## config.mk

```make
export PLATFORM = sky130hd
export DESIGN_NAME = led_matrix_scan
export DESIGN_NICKNAME = d
export VERILOG_FILES = /design/src/rtl/led_matrix_scan.sv
export SDC_FILE = /design/constraint.sdc
export NUM_CORES = 1
export LEC_CHECK = 0
export BUFFER_PORTS_ARGS = -buffer_cell sky130_fd_sc_hd__buf_2
export CORE_AREA = 2 2 129 131
export DETAILED_ROUTE_END_ITERATION = 8
export DIE_AREA = 0 0 131 133
export PLACE_DENSITY_LB_ADDON = 0.1
export SYNTH_ARGS = -nofsm -noshare
export SYNTH_HDL_FRONTEND = slang
export SYNTH_SLANG_ARGS = --single-unit
```

## constraint.sdc

```tcl
create_clock -name sys_clk -period 2.7 [get_ports sys_clk]
set_input_delay 0 -clock sys_clk [delete_from_list [all_inputs] [get_ports sys_clk]]
set_output_delay 0 -clock sys_clk [all_outputs]
set_load 0.02 [all_outputs]
```

## src/rtl/led_matrix_scan.sv

```systemverilog
// LED matrix row scanner with double-buffered frame memory,
// gap blanking, PWM dimming and frame-synchronous buffer swap.
module led_matrix_scan #(
   parameter int ROWS     = 9,
   parameter int COLS     = 8,
   parameter int PERIOD   = 27000,
   parameter int GAP_ON   = 100,
   parameter int GAP_OFF  = 2000,
   parameter int BRIGHT_W = 4
) (
   input  logic                sys_clk,
   input  logic                rst_n,
   input  logic                wr,
   input  logic [3:0]          wr_row,
   input  logic [COLS-1:0]     wr_data,
   input  logic [BRIGHT_W-1:0] bright,
   input  logic                swap_req,
   output logic                swap_ack,
   output logic [ROWS-1:0]     led_row,
   output logic [COLS-1:0]     led_col,
   output logic [3:0]          row_index
);

   localparam int CW = $clog2(PERIOD + 1);
   localparam logic [CW-1:0] CNT_LAST = CW'(PERIOD - 1);
   localparam logic [CW-1:0] WIN_LO = CW'(GAP_ON);
   localparam logic [CW-1:0] WIN_HI = CW'(PERIOD - GAP_OFF);
   localparam logic [3:0] ROW_LAST = 4'(ROWS - 1);
   localparam logic [BRIGHT_W-1:0] B_FULL = '1;

   logic [CW-1:0]       counter_q, counter_d;
   logic [3:0]          row_q, row_d;
   logic [BRIGHT_W-1:0] pwm_q, pwm_d;
   logic [BRIGHT_W-1:0] bright_q, bright_d;
   logic                pending_q, pending_d;
   logic                swap_ack_q, swap_ack_d;
   logic [COLS-1:0]     front_q [ROWS];
   logic [COLS-1:0]     front_d [ROWS];
   logic [COLS-1:0]     back_q [ROWS];
   logic [COLS-1:0]     back_d [ROWS];

   logic wrap;
   logic frame_end;
   logic do_swap;
   logic in_win;
   logic pwm_on;
   logic lit;

   // Slot timer, row sequencer, PWM counter and per-slot brightness latch
   always_comb begin
      wrap      = (counter_q == CNT_LAST);
      counter_d = counter_q + CW'(1);
      row_d     = row_q;
      bright_d  = bright_q;
      pwm_d     = pwm_q + BRIGHT_W'(1);
      if (wrap) begin
         counter_d = '0;
         bright_d  = bright;
         if (row_q == ROW_LAST) begin
            row_d = '0;
         end else begin
            row_d = row_q + 4'd1;
         end
      end
   end

   // Swap request tracking; copy happens only on the last edge of a frame
   always_comb begin
      frame_end  = wrap && (row_q == ROW_LAST);
      do_swap    = frame_end && (pending_q || swap_req);
      pending_d  = pending_q;
      swap_ack_d = do_swap;
      if (do_swap) begin
         pending_d = 1'b0;
      end else if (swap_req) begin
         pending_d = 1'b1;
      end
   end

   // Back buffer takes writes; front only loads from the pre-write back
   always_comb begin
      front_d = front_q;
      back_d  = back_q;
      for (int r = 0; r < ROWS; r++) begin
         if (do_swap) begin
            front_d[r] = back_q[r];
         end
         if (wr && (wr_row == 4'(r))) begin
            back_d[r] = wr_data;
         end
      end
   end

   // Output drive decoded purely from registered state
   always_comb begin
      in_win  = (counter_q >= WIN_LO) && (counter_q < WIN_HI);
      pwm_on  = (bright_q == B_FULL) || (pwm_q < bright_q);
      lit     = in_win && pwm_on;
      led_row = ~(ROWS'(lit) << row_q);
      led_col = '0;
      for (int r = 0; r < ROWS; r++) begin
         if (row_q == 4'(r)) begin
            led_col = front_q[r];
         end
      end
   end

   assign row_index = row_q;
   assign swap_ack  = swap_ack_q;

   // State registers, all cleared asynchronously
   always_ff @(posedge sys_clk or negedge rst_n) begin
      if (!rst_n) begin
         counter_q  <= '0;
         row_q      <= '0;
         pwm_q      <= '0;
         bright_q   <= '0;
         pending_q  <= 1'b0;
         swap_ack_q <= 1'b0;
         for (int r = 0; r < ROWS; r++) begin
            front_q[r] <= '0;
            back_q[r]  <= '0;
         end
      end else begin
         counter_q  <= counter_d;
         row_q      <= row_d;
         pwm_q      <= pwm_d;
         bright_q   <= bright_d;
         pending_q  <= pending_d;
         swap_ack_q <= swap_ack_d;
         for (int r = 0; r < ROWS; r++) begin
            front_q[r] <= front_d[r];
            back_q[r]  <= back_d[r];
         end
      end
   end

endmodule

```

==> flow_summary.yaml <==
global_route:
  grt_overflow: 0
  grt_pass1_wl_mm: 28.8
  grt_use_total_pct: 22.1
  antenna_found_initial: 0
  busiest_layer: "met2"
  grt_pass1_vias: 5107
  gr-usage-met3_pct: 4.49
  grt_util_met1_pct: 30.3
  grt_start_max_net_pins: 73
  grt_use_met2_pct: 35.7
power:
  seq_power_share_pct: 50.2
  p_leak_nw: 4.40
  comb_power_share_pct: 6.3
  power_density_nw_per_um2: 642
  power_mw: 5.90
  pwr-share-clk_pct: 43.5
  peakVddDrop_mv: 0.453
  power.internal_mw: 4.56
  p_sw_share_pct: 22.7
  p_sw_mw: 1.34
place:
  place.gp.congestion: 0.784
  portBuffers: 41
  dp_hpwl_mm: 11.7
clocking:
  htreeDepth: 4
  clkTransAtPathRegs_ns: 0.07
  cts_root_buf: "clkbuf_16"
  ctsLongestPathBuffers: 2
  clock_latency_ns: 0.44
  cts_tree: "yes"
  clock_sinks: 173
  post-cts-setup-buffers: 0
  cts_buffers: 17
route:
  route.detailed.wl_per_inst_um: 19.9
  viasPerCell: 5.61
  ant_nets: 0
  drt_iter0_markers: 414
  drtPass1Iterations: 5
  wl_mm: 17.7
  drc: 0
  vias: 4990
finish:
  area_growth_pct: 15.9
  drive_above_1_share_pct: 36.8
  n_antenna_cell: 0
  fin_nets: 686
critical_path:
  cp.required_ns: 2.70
  criticalPathCategory: "flip-flop to primary output"
  worstSetupStartpointType: "flip-flop"
  path_max_fanout: 9
  endpoint_kind: "primary output"
  arrival_ns: 2.55
timing:
  final.setup.tns_ns: 0
  rsz0062_at_grt: "false"
  slew_viol_final: 0
  hold_viol: 0
  period_needed_ns: 2.55
  timing.fmax_ghz: 0.393
  final.period_utilization_pct: 94.3
  fin_worst_skew_ns: 0.0145
  setup_viol: 0
  relSlewSlack_pct: 42.1
  tightest_slew_ns: 0.866
floorplan:
  coreArea_um2: 16200
  start_util_pct: 49.1
  rows: 47
  dieWidth_um: 131
  die_area_um2: 17400
  fp.dieH_um: 133
  io_pins: 42
yosys:
  ys_ff_latch: 173
  synth_ff_type: "dfrtp_1"
  syn_avg_cell_area_um2: 13.4
  postSynthCellCount: 593
  synth.area.top_cells: "dfrtp_1 55%, mux2_4 13%, mux2_2 11%"
  synth_most_common_cell: "dfrtp_1"
  ys_async_sr_fraction_pct: 100
  synthDominantCellAreaShare_pct: 54.6
  synth.distinct_cells: 46
  synth_warnings: 0
  seq_area_frac_synth_pct: 54.6
  synthesis.nets: 623
  synth_edf_count: 0
  synth_common_cells: "173 x dfrtp_1, 75 x mux2_2, 70 x mux2_4, 36 x o21ai_0, 25 x inv_1"
  yosysTopAreaCell: "dfrtp_1"
  syn_area_um2: 7940
flow_run:
  drv_cap: 0
outcome:
  status: "finished, final reports clean"
min_path:
  hp-class: "input pin to flip-flop"
[metal layers]
layer,vias to the layer above,routed length [µm]
li1,2289,-
met1,2563,7900
met2,117,8790
met3,21,712
met4,0,248
met5,-,0
[power by group through the flow]
stage	clock network (mW)	logic [mW]	registers, mW
after global placement	0	0.348	3.00
final	2.57	0.372	2.96
after global routing	2.74	0.415	3.00
after floorplan	0	0.243	2.98
after CTS	2.62	0.382	2.97
after detailed placement	0	0.364	3.02
[final cells by class]
class | instances | area, µm²
Fill cell | 1328 | 6980
Sequential cell | 173 | 4330
Multi-Input combinational cell | 362 | 3340
Timing Repair Buffer | 77 | 542
Clock buffer | 18 | 439
Tap cell | 220 | 275
Clock inverter | 14 | 181
Inverter | 25 | 93.8
[flip-flops by register name (all words and copies together), names as in the netlist]
register	flops
back_q	72
bright_q	4
counter_q	15
front_q	72
pending_q	1
pwm_q	4
row_index	4
swap_ack	1
[timing repair]
| item | 4_1_cts | 5_1_grt |
|---|---|---|
| gates resized for setup | 2 | 2 |
| endpoints found under the setup margin | 3 | 7 |
| hold buffers | 14 | 0 |
| hold endpoints to repair | 233 | 0 |
[placed cells by master, fill, tap and decap left out, drive strengths merged, types with 4 or more instances in the layout]
cell type,synthesis,routed
or3,5,5
nand3,10,10
clkinv,0,4
inv,25,29
nand2,15,15
dlygate4sd3,0,14
mux2,145,145
nor2b,5,5
xnor2,6,6
nand3b,4,4
a21oi,21,21
nor4,4,4
nand4,11,11
clkbuf,20,18
and3,4,4
a221oi,8,8
o21ai,36,36
nor2,16,16
buf,13,63
and2,4,4
dfrtp,173,173
xor2,6,6
nor3,6,6
o32a,8,8
a22oi,8,8
a222oi,8,8
ha,10,10
[logic make-up (layout without fill, tap and decap cells)]
group	count (synthesis)	in the layout	synth area share (%)
compound gates	96	96	7.93
xor+xnor	12	12	1.32
fa+ha+maj	10	10	1.58
buf+inv	58	134	3.50
flops	173	173	54.6
mux	146	146	24.0
simple gates	98	98	7.10
[worst paths after layout]
path                                   start          end  slack [ns]  cells past startpoint
worst max-delay path            row_index[0]   led_col[6]        0.15                      7
worst min-delay path              wr_data[4]    back_q[4]        0.03                      2
worst max register to register  counter_q[7]  front_q[50]        0.28                      5
worst min register to register      pwm_q[0]     pwm_q[0]        0.48                      1
max in group asynchronous              rst_n  front_q[66]        1.33                      3
min in group asynchronous              rst_n     pwm_q[3]        0.16                      3
[critical path, stage by stage, from the launching register on]
cell and delay [ns]:
dfrtp_1 0.46, ha_1 0.38, buf_4 0.24, and2_0 0.14, buf_4 0.18, a222oi_1 0.33
o21ai_0 0.20, buf_2 0.20
[stage by stage]
stage / utilization, % / hold WS (ns) / worst slack, ns / instances / instance area (µm²)
6_report: 56.9 / 0.0319 / 0.153 / 889 / 9200
5_1_grt: 56.9 / 0.0348 / 0.00955 / 889 / 9200
4_1_cts: 56.8 / 0.0247 / 0.0506 / 889 / 9190
3_5_place_dp: 52.1 / -0.140 / 0.326 / 843 / 8430
3_3_place_gp: 52.1 / -0.141 / 0.353 / 843 / 8430
2_1_floorplan: - / -0.296 / 0.488 / 593 / 7940
Note: power is estimated with default switching activity, not from simulation.
